[config.mk]
export PLATFORM = sky130hd
export DESIGN_NAME = dmem_arb
export DESIGN_NICKNAME = d
export VERILOG_FILES = /design/src/rtl/dmem_arb.sv
export SDC_FILE = /design/constraint.sdc
export NUM_CORES = 1
export LEC_CHECK = 0
export CORE_AREA = 4 4 288 290
export DETAILED_ROUTE_END_ITERATION = 7
export DIE_AREA = 0 0 292 294
export GPL_TIMING_DRIVEN = 0
export SLEW_MARGIN = 10
export SYNTH_ARGS = -nofsm -noshare
export SYNTH_HDL_FRONTEND = slang
export SYNTH_SLANG_ARGS = --single-unit
export TNS_END_PERCENT = 50
[constraint.sdc]
create_clock -name clk -period 8.6 [get_ports clk]
set_clock_uncertainty 0.1 [all_clocks]
set_input_delay 1.72 -clock clk [delete_from_list [all_inputs] [get_ports clk]]
set_output_delay 1.72 -clock clk [all_outputs]
set_load 0.005 [all_outputs]
[src/rtl/dmem_arb.sv]
// dmem_arb: VU/DMA arbiter and 128-bit bank-split sequencer
// for the dual-bank data memory pair.
module dmem_arb #(
  parameter int STARVE_MAX = 8
) (
  input  logic         clk,
  input  logic         reset,
  input  logic         vu_req,
  input  logic         vu_we,
  input  logic [11:0]  vu_addr,
  input  logic [15:0]  vu_wmask,
  input  logic [127:0] vu_wdata,
  output logic         vu_gnt,
  output logic         vu_rvalid,
  input  logic         dma_req,
  input  logic         dma_we,
  input  logic [11:0]  dma_addr,
  input  logic [15:0]  dma_wmask,
  input  logic [127:0] dma_wdata,
  input  logic         dma_last,
  output logic         dma_gnt,
  output logic         dma_rvalid,
  output logic [127:0] rdata,
  output logic         df_chip_sel_l,
  output logic [15:0]  df_wen_l,
  output logic [7:0]   df_addr_low,
  output logic [7:0]   df_addr_high,
  output logic [127:0] df_datain,
  input  logic [127:0] dmem_dataout
);

  typedef enum logic {ARB, DMA_LOCK} state_e;

  localparam logic [3:0] SMAX = 4'(STARVE_MAX);

  state_e       state_q, state_d;
  logic [3:0]   starve_q, starve_d;
  logic         cs_q, cs_d;
  logic [15:0]  wen_q, wen_d;
  logic [7:0]   alo_q, alo_d;
  logic [7:0]   ahi_q, ahi_d;
  logic [127:0] din_q, din_d;
  logic [1:0]   p1_q, p1_d;
  logic [1:0]   p2_q, p2_d;

  logic         vg, dg;
  logic [11:0]  a;
  logic         we;
  logic [15:0]  m;
  logic [127:0] wd;
  logic         unused_addr;

  assign unused_addr = ^{vu_addr[2:0], dma_addr[2:0]};

  always_comb begin
    vg       = 1'b0;
    dg       = 1'b0;
    state_d  = state_q;
    starve_d = starve_q;
    if (!reset) begin
      unique case (state_q)
        ARB: begin
          if (dma_req && (!vu_req || starve_q == SMAX))
            dg = 1'b1;
          else
            vg = vu_req;
        end
        DMA_LOCK: dg = dma_req;
        default: ;
      endcase
    end
    if (dg) begin
      starve_d = '0;
      state_d  = dma_last ? ARB : DMA_LOCK;
    end else if (vg && dma_req && starve_q != SMAX) begin
      starve_d = starve_q + 4'd1;
    end
  end

  always_comb begin
    a     = vg ? vu_addr  : dma_addr;
    we    = vg ? vu_we    : dma_we;
    m     = vg ? vu_wmask : dma_wmask;
    wd    = vg ? vu_wdata : dma_wdata;
    cs_d  = 1'b1;
    wen_d = '1;
    alo_d = alo_q;
    ahi_d = ahi_q;
    din_d = din_q;
    p1_d  = 2'b00;
    if (vg || dg) begin
      cs_d  = 1'b0;
      wen_d = we ? ~m : '1;
      ahi_d = a[11:4];
      // odd start half-line: low bank begins on the next line
      alo_d = a[11:4] + {7'd0, a[3]};
      din_d = wd;
      p1_d  = {~we, dg};
    end
    p2_d = p1_q;
  end

  always_ff @(posedge clk) begin
    if (reset) begin
      state_q  <= ARB;
      starve_q <= '0;
      cs_q     <= 1'b1;
      wen_q    <= '1;
      alo_q    <= '0;
      ahi_q    <= '0;
      din_q    <= '0;
      p1_q     <= '0;
      p2_q     <= '0;
    end else begin
      state_q  <= state_d;
      starve_q <= starve_d;
      cs_q     <= cs_d;
      wen_q    <= wen_d;
      alo_q    <= alo_d;
      ahi_q    <= ahi_d;
      din_q    <= din_d;
      p1_q     <= p1_d;
      p2_q     <= p2_d;
    end
  end

  assign vu_gnt        = vg;
  assign dma_gnt       = dg;
  assign vu_rvalid     = p2_q[1] & ~p2_q[0] & ~reset;
  assign dma_rvalid    = p2_q[1] &  p2_q[0] & ~reset;
  assign rdata         = dmem_dataout;
  assign df_chip_sel_l = cs_q;
  assign df_wen_l      = wen_q;
  assign df_addr_low   = alo_q;
  assign df_addr_high  = ahi_q;
  assign df_datain     = din_q;

endmodule

-- Word level (Yosys, flattened, before mapping)
Cells that the tools add are included.
- multiplexer cells: 12
- add/sub/neg operators: 2
- reduce and logical (&&, ||, !) cells: 9
- bitwise operators: 10
- eq/ne operators: 2
- operators by type and width (kind ; number):
    $mux 128 ; 1
    $mux 16 ; 1
    $not 16->16 ; 1
    $mux 12 ; 1
    $add 8x1->8 ; 1
    $mux 1 ; 8
    $not 1->1 ; 5
    $add 4x1->4 const B ; 1
    $and 1x1->1 ; 4
    $eq 4x4->1 const B ; 1
    $ne 4x4->1 const B ; 1
    $reduce_or 2->1 ; 2
    $logic_and 1x1->1 ; 3
    $reduce_or 3->1 ; 1
    $logic_or 1x1->1 ; 2
    $pmux 1 s2 ; 1
    $logic_not 1->1 ; 1
- output and inout bits: 293
- word-level logic and storage cells: 44
- bits of input ports: 447
- register bits after elaboration: 170

-- Depth between registers and ports, before layout
Gate-level depths: netlist of the first run.
- depth in word-level cells: 9
- mapped depth: 13
- mapped depth without buffers: 11

-- Least setup slack after synthesis of the first run
Ideal clock, no wire load.
- path type: input -> output
- start point: input reset
- end point: output vu_gnt
- stages: 5
- data arrival time: 2.707 ns
- setup slack: 4.073 ns
- data required time: 6.780 ns
- buffers on the path: 3
- path through: buf_6 > or3b_4 > nor2_4 > buf_6 > clkbuf_1
- word-level cells in the longest chain between the ends: 1
- ends and longest elaborated chain (element ; RTL line ; text):
    start: declaration ; 7 ; input logic reset,
    $mux 1 ; 60 ; if (!reset) begin
    end: declaration ; 13 ; output logic vu_gnt,
Every way passes these cells.

-- Final worst setup path of the first run
- start point: input vu_req
- end point: output dma_gnt
- word-level cells in the longest chain between the ends: 6
- ends and longest elaborated chain (element ; RTL line ; text):
    start: declaration ; 8 ; input logic vu_req,
    $logic_not 1->1 ; 63 ; if (dma_req && (!vu_req || starve_q == SMAX))
    $logic_or 1x1->1 ; 63 ;
    $logic_and 1x1->1 ; 63 ;
    $mux 1 ; 63 ;
    $pmux 1 s2 ; 61 ; unique case (state_q)
    $mux 1 ; 60 ;
    end: declaration ; 21 ; output logic dma_gnt,
Every way passes these cells.

==> results.md, run 1 <==
- **buffers plus inverters on the worst setup path** 5
- **actual slew at the worst max-slew pin** 1.100 ns
- **portion of the clock cycle consumed by the worst path in the final layout** 69.11%
- **die area** 85850 sq um
- **Synth-to-Final Area Change** 104.3%
- **Die Width** 292 microns
- **Crit Path Class** in2out
- **detailed-route via count** 8586
- **static leakage** 6.436 nW
- **library cell contributing the largest single delay on the critical path** sky130_fd_sc_hd__clkdlybuf4s50_1
- **Max VDD drop** 119.5 uV
- **DR WL/cell** 17.69 microns
- **EDFF count, synth** 0
- **RSZ-0062 raised after global routing** no
- **cell count after synthesis** 809
- **CP startpoint kind** primary input
- **kind of cell adding the most delay to the critical path** buffers and inverters
- **violations in the final reports** design-rule violations
- **Pwr per Cell Area** 146.1 nW/um^2
- **Routed Wire Length** 44.38 mm
- **synthesis-stage register bit count** 170
- **TritonRoute pass-1 iters** 8
- **hold-fix buffers at CTS** 0
- **number of antenna-violating nets in the routed design** 0
- **highest-count cells in the layout ignoring fill and taps** sky130_fd_sc_hd__clkdlybuf4s50_1 (603), sky130_fd_sc_hd__dfxtp_1 (170), sky130_fd_sc_hd__buf_4 (130)
- **Post-synth ARST share** 0%
- **final global-route overflow total** 0
- **core region area** 80290 sq um
- **logic depth of the worst path, buffers included** 8
- **count of instances resized after the clock tree is built** 0
- **Hold Path Class** reg2reg
- **all-layer global routing usage** 9.626%
- **number of clock buffers inserted by TritonCTS** 17
- **Cell Rows** 104
- **worst flop-to-flop path startpoint** starve_q[0]$_SDFFE_PP0P_
- **clock transition time at the flip-flop clock pins of the worst setup and hold paths** 0.08 ns
- **worst endpoint required time** 6.78 ns
- **Final nets** 1881
- **min Tclk post-route** 5.944 ns
- **Clock Tree Root** sky130_fd_sc_hd__clkbuf_16
- **count of final max-slew check failures** 0
- **Top-Level Pins** 740
- **number of global-route vias before repair** 8667
- **Overall Power** 2.271 mW
- **maximum cell stage delay along the critical path** 0.55 ns
- **Critical Path, Cell by Cell** clkdlybuf4s50_1 -> nor2b_2 -> and2_1 -> buf_2 -> nor3b_1 -> buf_2 -> buf_2 -> clkdlybuf4s50_1
- **H-Tree Level Count** 4
- **highest clock frequency the design can meet** 168.2 MHz
- **clock tree from TritonCTS** yes
- **number of sinks handled by clock tree synthesis** 170
- **cell depth of the worst flop-to-flop path** 13
- **detailed placer's ending HPWL** 36.73 mm
- **commonest register cell after synthesis** sky130_fd_sc_hd__dfxtp_1
- **hold violation count in the final report** 0
- **number of antenna violations at the first check in global routing** 9
- **mean instance size in the synthesized netlist** 9.402 sq um
- **crit path DAT** 4.12 ns
- **commonest non-fill, non-tap cell in the layout** sky130_fd_sc_hd__clkdlybuf4s50_1
- **fill cell instance count of the final layout** 8865
- **worst slew slack as a fraction of its limit** 26.36%
- **Critical Path Fanout Max** 10
- **Buffers on Ports** 603
- **count of distinct cell types in the synthesized netlist** 47
- **initial standard-cell utilization of the core** 9.474%
- **max_cap viols** 0
- **synthesized cell area** 7606 sq um
- **outcome** finished, violations left
- **chip height** 294 microns
- **clock insertion delay at the later pin of the skew report** 0.48 ns
- **hold path depth** 1
- **setup TNS** 0 ns
- **DRC violation count after routing** 6
- **setup slack, reg-to-reg** 4.96 ns
- **synth warn** 0
- **drt first-iter violations** 635
- **post-CTS repair timing setup buffer count** 0
- **mean number of vias per cell** 3.423
- **Worst Setup End Kind** output port
- **pin count of the biggest net entering global routing** 17
- **final number of setup-violating endpoints** 0
- **register area share after synthesis** 44.74%
- **global-route wire length before repair** 59.42 mm
- **critical path's most frequent cell** sky130_fd_sc_hd__buf_2
- **maximum clock insertion buffer count** 2
- **Critical Path Source** vu_req
- **share of cells above drive strength 1** 14.82%
- **syn nets** 1259
- **Hold Crit Start** p1_q[1]$_SDFF_PP0_
- **Final Wtd Congestion** 0.8029
-- cells in the mapped netlist (4+ instances only) --
cell type,number,area share (%)
sky130_fd_sc_hd__xor2_1,4,0.46
sky130_fd_sc_hd__nand2b_1,6,0.49
sky130_fd_sc_hd__nand2_1,73,3.6
sky130_fd_sc_hd__a311oi_1,19,2.2
sky130_fd_sc_hd__dfxtp_1,170,45
sky130_fd_sc_hd__nand3_1,6,0.39
sky130_fd_sc_hd__a21oi_1,12,0.79
sky130_fd_sc_hd__mux2_2,19,2.8
sky130_fd_sc_hd__buf_6,8,1.2
sky130_fd_sc_hd__inv_1,119,5.9
sky130_fd_sc_hd__buf_1,7,0.35
sky130_fd_sc_hd__a222oi_1,115,15
sky130_fd_sc_hd__buf_2,22,1.4
sky130_fd_sc_hd__buf_4,130,13
sky130_fd_sc_hd__nor2_1,28,1.4
sky130_fd_sc_hd__o21ai_0,4,0.26
sky130_fd_sc_hd__clkbuf_1,20,0.99
-- registers in the layout, summed over array words and instances, names as in the netlist --
| signal | flops |
|---|---|
| p2_q | 2 |
| df_wen_l | 16 |
| starve_q | 4 |
| df_datain | 128 |
| p1_q | 2 |
| df_chip_sel_l | 1 |
| df_addr_high | 8 |
| state_q | 1 |
| df_addr_low | 8 |
-- layout make-up --
| type | instances | area [sq um] | area share, % |
|---|---|---|---|
| tap | 1060 | 1326 | 8.533 |
| clock buffer | 18 | 429.2 | 2.761 |
| clock inverter | 14 | 135.1 | 0.8694 |
| multi-input combinational | 333 | 2479 | 15.95 |
| buffer | 187 | 1277 | 8.219 |
| sequential | 170 | 3403 | 21.90 |
| antenna | 4 | 10.01 | 0.06440 |
| inverter | 119 | 446.7 | 2.874 |
| timing repair buffer | 603 | 6036 | 38.83 |
-- metal layers --
layer / vias up / part of all wire (%) / track usage [%] / wire (microns)
li1: 4029 / - / - / -
met4: 4 / 2.6 / 3.670 / 1175
met3: 45 / 10 / 4.415 / 4643
met1: 3977 / 38 / 10.43 / 16740
met2: 531 / 49 / 16.44 / 21790
met5: - / 0.061 / 0 / 27
-- cells by family after synthesis --
group                      count (synthesis)  share of synthesized area (%)
AOI/OAI and AO/OA                        163                          19.72
xor gates and xnor gates                   7                         0.8061
adders and majority gates                  3                         0.4936
buffers and inverters                    306                          22.67
DFF                                      170                          44.74
muxes                                     20                          2.945
and+or+nand+nor                          140                          8.620
-- worst register-to-register path, delay by kind of cell, from the launching register on --
family | cells | cell delay [ns]
simple gates | 6 | 1.26
buf+inv | 3 | 0.77
fa+ha+maj | 2 | 0.48
mux | 1 | 0.40
flops | 1 | 0.39
compound gates | 1 | 0.16
-- path summary, 6_finish.rpt --
check | to
worst min register to register | p2_q[1]$_SDFF_PP0_
worst min-delay path | p2_q[1]$_SDFF_PP0_
worst max register to register | df_addr_low[7]$_SDFFE_PP0N_
worst max-delay path | dma_gnt
-- power by group --
group / internal, mW / switching (mW)
clock network: 0.406 / 0.401
registers: 0.850 / 0.0401
logic: 0.376 / 0.199
total: 1.63 / 0.639
-- stage by stage --
step	setup WS (ns)	hold WS [ns]	util, %	instances	instance area, sq um
detailed placement	2.601	0.3319	18.64	2472	14970
CTS	2.588	0.3499	19.35	2504	15530
floorplan	4.073	0.3138	-	809	7606
finish	2.656	0.3459	19.36	2508	15540
global route	2.473	0.3616	19.35	2505	15530
global placement	2.624	0.3286	18.64	2472	14970
Power figures use the tool's default switching activity.
==> inputs of run 2 (changes only) <==
Settings changed: CORE_AREA 4 4 288 290 to 4 4 283 285, DIE_AREA 0 0 292 294 to 0 0 287 289.
Clock period 8.6 ns to 5.4 ns, I/O delays scaled along.
==> results.md, run 2 (same netlist as run 1, synthesis figures left out) <==
- **Crit Path Class** in2out
- **finished layout cell area** 15560 sq um
- **worst flop-to-flop path startpoint** starve_q[0]$_SDFFE_PP0P_
- **count of final max-slew check failures** 0
- **count of instances resized after the clock tree is built** 0
- **diode insertion count for antenna repair** 0
- **global-route wire length before repair** 59.40 mm
- **core region area** 77340 sq um
- **clock transition time at the flip-flop clock pins of the worst setup and hold paths** 0.07 ns
- **Global Route met2 Usage** 17.19%
- **H-Tree Level Count** 4
- **Cell Rows** 102
- **highest clock frequency the design can meet** 207.5 MHz
- **Hold Path Class** reg2reg
- **maximum clock insertion buffer count** 2
- **setup slack, reg-to-reg** 1.73 ns
- **Final nets** 1881
- **max reg flops** 128
- **detailed placer's ending HPWL** 36.35 mm
- **Max VDD drop** 156.5 uV
- **met3 Usage GRT** 4.500%
- **worst reg2reg endpoint** df_addr_low[7]$_SDFFE_PP0N_
- **number of antenna-violating nets in the routed design** 0
- **worst endpoint required time** 4.22 ns
- **post-CTS repair timing setup buffer count** 0
- **Top-Level Pins** 740
- **Pwr per Cell Area** 236.8 nW/um^2
- **actual slew at the worst max-slew pin** 0.9780 ns
- **end point of the most critical hold path** df_addr_low[0]$_SDFFE_PP0N_
- **Placed Cells incl. Taps** 2452
- **commonest non-fill, non-tap cell in the layout** sky130_fd_sc_hd__clkdlybuf4s50_1
- **final number of setup-violating endpoints** 0
- **placed standard-cell area** 14940 sq um
- **TritonRoute pass-1 iters** 7
- **detailed-route via count** 8582
- **number of global-route vias before repair** 8782
- **number of clock buffers inserted by TritonCTS** 17
- **met1 layer usage reported by global route** 10.66%
- **RSZ-0062 raised after global routing** no
- **DRC violation count after routing** 0
- **GRT busiest layer** met2
- **die area** 82940 sq um
- **clock insertion delay at the later pin of the skew report** 0.46 ns
- **hold violation count in the final report** 0
- **Routed Wire Length** 44.20 mm
- **hold path depth** 2
- **initial standard-cell utilization of the core** 9.835%
- **portion of the clock cycle consumed by the worst path in the final layout** 89.25%
- **clock tree from TritonCTS** yes
- **Buffers on Ports** 603
- **mean number of vias per cell** 3.455
- **pin count of the biggest net entering global routing** 19
- **fill cell instance count of the final layout** 8518
- **chip height** 289 microns
- **Final Wtd Congestion** 0.8090
- **Synth-to-Final Area Change** 104.6%
- **highest-count cells in the layout ignoring fill and taps** sky130_fd_sc_hd__clkdlybuf4s50_1 (603), sky130_fd_sc_hd__dfxtp_1 (170), sky130_fd_sc_hd__buf_4 (130)
- **Clock Tree Root** sky130_fd_sc_hd__clkbuf_16
- **DR WL/cell** 17.80 microns
- **final global-route overflow total** 0
- **worst slew slack as a fraction of its limit** 34.56%
- **min Tclk post-route** 4.820 ns
- **CP startpoint kind** primary input
- **end-of-flow core utilization** 20.12%
- **number of antenna violations at the first check in global routing** 5
- **number of sinks handled by clock tree synthesis** 170
- **Worst Setup End Kind** output port
- **max_cap viols** 0
- **drt first-iter violations** 685
- **Finished Layout Cells** 2484
- **hold-fix buffers at CTS** 0
- **all-layer global routing usage** 9.920%
- **static leakage** 6.456 nW
- **outcome** completed
- **Overall Power** 3.684 mW
- **Die Width** 287 microns
- **Critical Path Fanout Max** 10
- **crit path DAT** 3.64 ns
- **Hold Crit Start** df_addr_low[0]$_SDFFE_PP0N_
- **share of cells above drive strength 1** 14.89%
- **setup TNS** 0 ns
- **cell depth of the worst flop-to-flop path** 13
[run 2: changes by cell type in the layout (fill, tap and decap cells not counted)]
cell / previous run / this run
sky130_fd_sc_hd__clkbuf_1: 21 / 20
sky130_fd_sc_hd__clkbuf_8: 0 / 1
sky130_fd_sc_hd__clkinv_2: 3 / 0
sky130_fd_sc_hd__clkinv_4: 3 / 4
sky130_fd_sc_hd__clkinv_8: 0 / 3
sky130_fd_sc_hd__diode_2: 4 / 0
sky130_fd_sc_hd__inv_6: 6 / 1
sky130_fd_sc_hd__inv_8: 1 / 5
[run 2: metrics by stage]
step                      worst slack (ns)  hold WS (ns)
after floorplan                      1.727        0.3138
final                               0.5804        0.3544
after CTS                           0.3625        0.3553
after global placement              0.3830        0.3405
after global routing                0.2643        0.3883
after detailed placement            0.3672        0.3438
[run 2: report_power, final]
part | total (mW) | switching, mW | internal [mW]
Clock | 1.35 | 0.670 | 0.680
Sequential | 1.41 | 0.0607 | 1.35
Combinational | 0.920 | 0.321 | 0.599
[run 2: worst max-delay path by stage]
stage / depth (start not counted) / from / endpoint
final: 8 / vu_req / dma_gnt
after global routing: 8 / vu_req / dma_gnt
after CTS: 8 / vu_req / dma_gnt
after detailed placement: 8 / vu_req / dma_gnt
after global placement: 8 / vu_req / dma_gnt
after floorplan: 12 / reset / df_addr_low[7]$_SDFFE_PP0N_
[run 2: final cells by class]
| class | instances | area, sq um | share of cell area [%] |
|---|---|---|---|
| Clock buffer | 18 | 439.2 | 2.822 |
| Sequential cell | 170 | 3403 | 21.87 |
| Buffer | 187 | 1277 | 8.209 |
| Clock inverter | 14 | 178.9 | 1.150 |
| Multi-Input combinational cell | 333 | 2479 | 15.93 |
| Tap cell | 1040 | 1301 | 8.362 |
| Timing Repair Buffer | 603 | 6036 | 38.79 |
| Inverter | 119 | 446.7 | 2.870 |
[run 2: routing by layer]
| layer | vias to the layer above | share of wire (%) |
|---|---|---|
| li1 | 4027 | - |
| met1 | 3972 | 37 |
| met2 | 528 | 49 |
| met3 | 49 | 11 |
| met4 | 6 | 2.6 |
| met5 | - | 0.093 |
[run 2: worst max-delay path, cell delays in order]
cell                              delay, ns
sky130_fd_sc_hd__clkdlybuf4s50_1       0.50
sky130_fd_sc_hd__nor2b_2               0.23
sky130_fd_sc_hd__and2_1                0.15
sky130_fd_sc_hd__buf_2                 0.16
sky130_fd_sc_hd__nor3b_1               0.36
sky130_fd_sc_hd__buf_2                 0.33
sky130_fd_sc_hd__buf_2                 0.27
sky130_fd_sc_hd__clkdlybuf4s50_1       0.55
